<file path="config.mk">
export PLATFORM = sky130hd
export DESIGN_NAME = sc_fetch_unit
export DESIGN_NICKNAME = d
export VERILOG_FILES = /design/src/rtl/sc_fetch_unit.sv
export SDC_FILE = /design/constraint.sdc
export NUM_CORES = 1
export LEC_CHECK = 0
export BUFFER_PORTS_ARGS = -buffer_cell sky130_fd_sc_hd__buf_2
export CAP_MARGIN = 20
export CORE_MARGIN = 1.5
export CORE_UTILIZATION = 54
export CTS_CLUSTER_DIAMETER = 80
export DETAILED_ROUTE_END_ITERATION = 12
export PLACE_DENSITY = 0.87
export SLEW_MARGIN = 20
export SYNTH_ARGS = -nofsm -noshare
export SYNTH_HDL_FRONTEND = slang
export SYNTH_SLANG_ARGS = --single-unit
</file>
<file path="constraint.sdc">
create_clock -name clk -period 8 [get_ports clk]
set_clock_uncertainty 0.1 [all_clocks]
set_input_delay 1.6 -clock clk [delete_from_list [all_inputs] [get_ports clk]]
set_output_delay 1.6 -clock clk [all_outputs]
set_load 0.02 [all_outputs]
</file>
<file path="src/rtl/sc_fetch_unit.sv">
// Instruction-fetch stage: holds the PC, fetches one iword per instruction over req/ack,
// and computes the next PC. Optional macro ALIGN_CHECK_EN adds a misaligned-next-PC trap.
module sc_fetch_unit #(
    parameter logic [31:0] RESET_PC = 32'h0000_0000
) (
    input  logic        clk,
    input  logic        reset_n,
    output logic        imem_req,
    output logic [31:0] imem_addr,
    input  logic [31:0] imem_rdata,
    input  logic        imem_ack,
    output logic [31:0] iword,
    output logic        iword_valid,
    output logic [31:0] pc,
    output logic [31:0] pc_plus4,
    input  logic        commit,
    input  logic        pc_sel,
    input  logic        is_jal,
    input  logic [15:0] br_imm,
    input  logic [31:0] jal_target,
    output logic        fetch_fault
);

`ifdef ALIGN_CHECK_EN
    typedef enum logic [1:0] {
        ST_RST   = 2'd0,
        ST_FETCH = 2'd1,
        ST_EXEC  = 2'd2,
        ST_FAULT = 2'd3
    } state_t;
`else
    typedef enum logic [1:0] {
        ST_RST   = 2'd0,
        ST_FETCH = 2'd1,
        ST_EXEC  = 2'd2
    } state_t;
`endif

    state_t      state_q;
    state_t      state_d;
    logic [31:0] pc_q;
    logic [31:0] pc_d;
    logic [31:0] iword_q;
    logic [31:0] iword_d;
    logic [31:0] pc_plus4_s;
    logic [31:0] br_off_s;
    logic [31:0] next_pc_s;
    logic        commit_s;
    logic        imem_req_s;
    logic        iword_valid_s;

    assign pc_plus4_s = pc_q + 32'd4;
    assign br_off_s   = {{14{br_imm[15]}}, br_imm, 2'b00};
    assign commit_s   = (state_q == ST_EXEC) && commit;

    // Next-PC selection: JAL beats a taken branch, which beats sequential flow.
    always_comb begin
        if (is_jal) begin
            next_pc_s = jal_target;
        end else if (pc_sel) begin
            next_pc_s = pc_plus4_s + br_off_s;
        end else begin
            next_pc_s = pc_plus4_s;
        end
    end

    // State register.
    always_ff @(posedge clk or negedge reset_n) begin
        if (!reset_n) begin
            state_q <= ST_RST;
        end else begin
            state_q <= state_d;
        end
    end

    // Next-state logic.
    always_comb begin
        state_d = state_q;
        case (state_q)
            ST_RST: begin
                state_d = ST_FETCH;
            end
            ST_FETCH: begin
                if (imem_ack) begin
                    state_d = ST_EXEC;
                end else begin
                    state_d = ST_FETCH;
                end
            end
            ST_EXEC: begin
                if (commit) begin
`ifdef ALIGN_CHECK_EN
                    if (next_pc_s[1:0] != 2'b00) begin
                        state_d = ST_FAULT;
                    end else begin
                        state_d = ST_FETCH;
                    end
`else
                    state_d = ST_FETCH;
`endif
                end else begin
                    state_d = ST_EXEC;
                end
            end
`ifdef ALIGN_CHECK_EN
            ST_FAULT: begin
                state_d = ST_FAULT;
            end
`endif
            default: begin
                state_d = ST_RST;
            end
        endcase
    end

    // Output decode from the registered state.
    always_comb begin
        imem_req_s    = 1'b0;
        iword_valid_s = 1'b0;
        case (state_q)
            ST_FETCH: begin
                imem_req_s = 1'b1;
            end
            ST_EXEC: begin
                iword_valid_s = 1'b1;
            end
            default: begin
                imem_req_s    = 1'b0;
                iword_valid_s = 1'b0;
            end
        endcase
    end

    // PC and iword next values; iword is captured only on an ack while fetching.
    always_comb begin
        pc_d    = pc_q;
        iword_d = iword_q;
        if ((state_q == ST_FETCH) && imem_ack) begin
            iword_d = imem_rdata;
        end else begin
            iword_d = iword_q;
        end
        if (commit_s) begin
`ifdef ALIGN_CHECK_EN
            pc_d = next_pc_s;
`else
            pc_d = next_pc_s & ~32'd3;
`endif
        end else begin
            pc_d = pc_q;
        end
    end

    // PC and instruction registers.
    always_ff @(posedge clk or negedge reset_n) begin
        if (!reset_n) begin
            pc_q    <= RESET_PC;
            iword_q <= 32'h0000_0000;
        end else begin
            pc_q    <= pc_d;
            iword_q <= iword_d;
        end
    end

`ifdef ALIGN_CHECK_EN
    logic fetch_fault_q;
    logic fetch_fault_d;

    // Fault flag is sticky until reset.
    always_comb begin
        fetch_fault_d = fetch_fault_q;
        if (commit_s && (next_pc_s[1:0] != 2'b00)) begin
            fetch_fault_d = 1'b1;
        end else begin
            fetch_fault_d = fetch_fault_q;
        end
    end

    // Fault flag register.
    always_ff @(posedge clk or negedge reset_n) begin
        if (!reset_n) begin
            fetch_fault_q <= 1'b0;
        end else begin
            fetch_fault_q <= fetch_fault_d;
        end
    end

    assign fetch_fault = fetch_fault_q;
`else
    assign fetch_fault = 1'b0;
`endif

    assign imem_req    = imem_req_s;
    assign imem_addr   = pc_q;
    assign iword       = iword_q;
    assign iword_valid = iword_valid_s;
    assign pc          = pc_q;
    assign pc_plus4    = pc_plus4_s;

endmodule

</file>
=== Word-level counts from Yosys, hierarchy flattened ===
Cells that the tools add are included.
W data, S select, Z words.

* Flip-flop bits (word level): 64
* Bits of input ports: 86
* Output and inout port bits: 131
* Logic and storage cells: 17

* Add/sub/neg operators: 2
* Equal/unequal tests: 2
* Multiplexer cells: 7
* Reductions and logical operators: 3

{| class="wikitable"
|+ Operator list
! operator !! number
|-
| $mux W32 || 2
|-
| $add A32 B3 Y32 const B || 1
|-
| $add A32 B32 Y32 || 1
|-
| $pmux W2 S3 || 1
|-
| $mux W2 || 2
|-
| $eq A2 B1 Y1 const B || 1
|-
| $eq A2 B2 Y1 const B || 1
|-
| $logic_and A1 B1 Y1 || 2
|-
| $logic_not A2 Y1 || 1
|-
| $mux W1 || 2
|}

=== Logic depth before layout (Yosys ltp) ===
* Depth after elaboration: 4
* Mapped depth: 18
* Gate-level depth less buffers: 17

=== Worst setup path before layout ===
OpenSTA, ideal clock, no wires.

* Kind: reg-to-reg
* From: reg pc_q[3] (netlist: imem_addr[3])
* To: reg pc_q[31] (netlist: imem_addr[31])
* Setup time: 0.131 ns
* Arrival: 4.059 ns
* Required time: 7.769 ns
* Path slack: 3.710 ns
* Stages on the path, launching flop included: 19
* Path buffers: 1
* Clock period less this slack: 4.290 ns
* Cells stage by stage: dfrtp_1 -> ha_1 -> nand2_1 -> nor3_2 -> and3_2 -> and3_1 -> nand3_1 -> xnor2_1 -> ha_1 -> buf_4 -> nand4_1 -> nor4_1 -> a22oi_1 -> a31oi_1 -> a311oi_2 -> o21ai_2 -> mux2i_1 -> nand2_1 -> nor4bb_1

* Cells in the longest elaborated chain, start to end: 4

{| class="wikitable"
|+ Ends and longest elaborated chain
! what !! line !! source
|-
| from (decl) || 41 || <nowiki>logic [31:0] pc_q;</nowiki>
|-
| from (signal assigned) || 160 || <nowiki>pc_q <= pc_d;</nowiki>
|-
| $add A32 B3 Y32 || 52 || <nowiki>assign pc_plus4_s = pc_q + 32'd4;</nowiki>
|-
| via pc_plus4[18] || 15 || <nowiki>output logic [31:0] pc_plus4,</nowiki>
|-
| $add A32 B32 Y32 || 61 || <nowiki>next_pc_s = pc_plus4_s + br_off_s;</nowiki>
|-
| $mux W32 || 60 || <nowiki>end else if (pc_sel) begin</nowiki>
|-
| $mux W32 || 58 || <nowiki>if (is_jal) begin</nowiki>
|}

The timed path passes the listed nets, and every way through them passes these cells.
A chain may end at the register's enable or synchronous reset.

=== Final worst setup path ===
* From: reg pc_q[9] (netlist: imem_addr[9])
* To: reg pc_q[31] (netlist: imem_addr[31])

* Cells in the longest elaborated chain, start to end: 4

{| class="wikitable"
|+ Ends and longest elaborated chain
! what !! line
|-
| $add A32 B3 Y32 * || 52
|-
| $add A32 B32 Y32 || 61
|-
| $mux W32 * || 60
|-
| $mux W32 * || 58
|}

Mark *: on every way between the ends. The rest lies on a longest branch, timed or not.

==> summary.txt <==
Power and ir drop
  • VDD IR max: 0.206 mV
  • Total internal power: 1.39 mW
  • Power Density: 434 nW/µm²
  • Sequential share of power: 0.234
  • Clock group share of total power: 0.116
  • Gate power share: 0.650
  • LEAKAGE: 3.29 nW
  • Total power: 2.87 mW
  • Switching part of the total: 0.515
  • NetSw: 1.48 mW

Synthesis
  • Primary FF master, synth: dfrtp_1
  • Synth Area per Inst: 8.59 µm²
  • EDFF count, synth: 0
  • Async SR Flop Fraction: 1.00
  • Yosys Warn Count: 0
  • Synth unique cells: 64
  • Cells after Synth: 643
  • #FFs+latches synth: 64
  • Area of the mapped netlist: 5520 µm²
  • Sequential share of the synthesized area: 0.290

Global routing
  • Global-route wire length before repair: 25,500 µm
  • Initial antenna violation count: 0
  • All-Layer GR Usage: 0.290
  • Grt ovf: 0
  • Vias in the first global route: 5,157
  • Pin count of the biggest net entering global routing: 65

Timing
  • Final worst-path cycle share: 0.628
  • Final hold violation count: 0
  • Slew headroom: 0.315
  • Least-Margin Pin Slew: 1.02 ns
  • Slew Limit Fails: 0
  • Final Critical Period: 5.03 ns
  • RSZ-0062 raised after global routing: no
  • Max Freq: 0.199 GHz
  • Final Setup Violations: 0
  • Setup TNS Final: 0 ns
  • WHS: 0.401 ns

Placement
  • GPL Wtd Cong: 0.960
  • Post-DP HPWL: 11,900 µm
  • Input/output buffers: 207

Route
  • Antenna viol nets, final: 0
  • DRT iter0 DRCs: 554
  • Routed vias/inst: 5.81
  • Wire per inst: 16.9 µm
  • Final wirelength: 16,000 µm
  • DRC: 0
  • Vias: 5,482
  • First-pass iteration count of the detailed router: 5

Clocking
  • Num CTS Buffers: 9
  • PostCTS Resize Cnt: 0
  • CTS tree: done
  • # hold bufs at CTS: 0
  • Root Buffer Master: clkbuf_8
  • Clock Sinks: 64
  • CTS max path bufs: 2
  • Setup bufs post-CTS: 0
  • Clock H-tree levels: 3
  • CTS clk-pin slew, worst paths: 0.08 ns
  • Clk Latency, worst-skew pair: 0.34 ns

Final layout
  • ANT cells: 0
  • Core Util, Final: 0.670
  • Layout Nets: 929
  • Most common cell after layout, fill and taps aside: buf_2
  • Share of post-route cells with drive strength above 1: 0.340
  • Commonest non-fill, non-tap cells in the layout: 207 x buf_2, 75 x nand2_1, 64 x dfrtp_1
  • Synthesis-to-finish area growth: 19.6%

Worst setup path
  • Worst path arrival time: 5.15 ns
  • Critical path launch point: imem_addr[9]
  • Critical path fanouts, max: 8
  • Endpoint class of the critical path: flip-flop
  • Reg-to-reg startpoint: imem_addr[9]
  • Type of origin of the critical path: flip-flop
  • Reg2reg path depth: 16
  • Critical Path RT: 8.12 ns
  • WS Path Type: reg2reg

Die
  • Die Y: 104 µm
  • Die area: 10,800 µm²
  • Initial core utilization: 0.560
  • Row Count: 36
  • Die Span X: 104 µm
  • IO Pins: 217
  • Core area: 9860 µm²

Job
  • Max_cap viols: 0

Worst hold path
  • Hold path startpoint: iword[9]
  • Tightest Hold Check Type: reg2reg
  • Worst Hold Depth: 1

Outcome
  • Status: completed
[cell type report]
| type | count | area (µm²) |
|---|---|---|
| Inverter | 10 | 37.5 |
| Clock buffer | 10 | 128 |
| Timing Repair Buffer | 210 | 1060 |
| Tap cell | 133 | 166 |
| Sequential cell | 64 | 1600 |
| Clock inverter | 6 | 108 |
| Fill cell | 784 | 3260 |
| Multi-Input combinational cell | 511 | 3510 |
[worst max-delay path, cell delays in order (launching register included)]
cell,delay [ns]
dfrtp_1,0.53
nand3_1,0.25
nor3_2,0.53
and3_2,0.29
and3_1,0.26
nand3_1,0.12
xnor2_1,0.39
ha_1,0.37
nand4_1,0.20
nor4_1,0.37
a22oi_1,0.15
a31oi_1,0.37
a311oi_2,0.22
o21ai_2,0.26
mux2i_1,0.24
nand2_1,0.08
nor4bb_1,0.15
[state kept, by name, indices dropped and copies added, names as in the netlist]
signal,count
iword,32
state_q,2
imem_addr,30
[power groups by stage]
stage	Clock [mW]	Sequential, mW	Combinational, mW
detailed placement	0	0.671	1.83
global route	0.348	0.692	2.01
floorplan	0	0.818	1.23
finish	0.334	0.671	1.86
global placement	0	0.655	1.80
CTS	0.336	0.667	1.85
[routing by layer]
| layer | GRT usage | wire length (µm) | part of all wire | vias to the layer above |
|---|---|---|---|---|
| li1 | - | - | - | 2605 |
| met1 | 0.386 | 6640 | 0.42 | 2507 |
| met2 | 0.480 | 7470 | 0.47 | 335 |
| met3 | 0.0357 | 1460 | 0.091 | 35 |
| met4 | 0.120 | 417 | 0.026 | 0 |
| met5 | 0 | 0 | 0 | - |
[per-stage QoR]
stage / instance area (µm²) / setup slack [ns] / instances
detailed placement: 6370 / 3.22 / 928
floorplan: 5550 / 3.71 / 649
global route: 6610 / 2.73 / 944
finish: 6610 / 2.97 / 944
global placement: 6370 / 3.33 / 928
CTS: 6610 / 3.16 / 944
[worst paths after layout]
kind,end,slack (ns)
setup / recovery,imem_addr[31],2.97
setup reg to reg,imem_addr[31],2.97
hold reg to reg,iword[9],0.40
hold / removal,iword[9],0.40
max in group asynchronous,state_q[1],5.95
min in group asynchronous,iword[10],1.33
[cells in the mapped netlist (all sizes together), types with 4 or more instances]
cell / n / share of area
nand2: 75 / 0.051
dfrtp: 64 / 0.29
o21ai: 51 / 0.047
a21oi: 50 / 0.045
nor2: 47 / 0.032
buf: 44 / 0.058
ha: 36 / 0.082
mux2: 32 / 0.065
xnor2: 29 / 0.046
xor2: 23 / 0.036
nand3: 22 / 0.022
clkbuf: 20 / 0.014
nand4: 13 / 0.020
a211oi: 12 / 0.016
a21o: 12 / 0.016
and3: 11 / 0.013
inv: 9 / 0.0061
nor2b: 8 / 0.0091
nor3: 8 / 0.014
mux2i: 6 / 0.011
nor4: 5 / 0.0057
o31ai: 5 / 0.0068
a31oi: 4 / 0.0045
nand2b: 4 / 0.0045
o211ai: 4 / 0.0054
o21a: 4 / 0.0054
o21bai: 4 / 0.0061
o221ai: 4 / 0.0063
o22ai: 4 / 0.0045
[cells by family after synthesis]
| group | share of synthesized area |
|---|---|
| simple gates | 0.184 |
| compound gates | 0.203 |
| buf+inv | 0.0788 |
| flops | 0.290 |
| xor+xnor | 0.0825 |
| mux | 0.0761 |
| fa+ha+maj | 0.0852 |
| other cells | 0.000679 |
(Power assumes the default switching activity.)
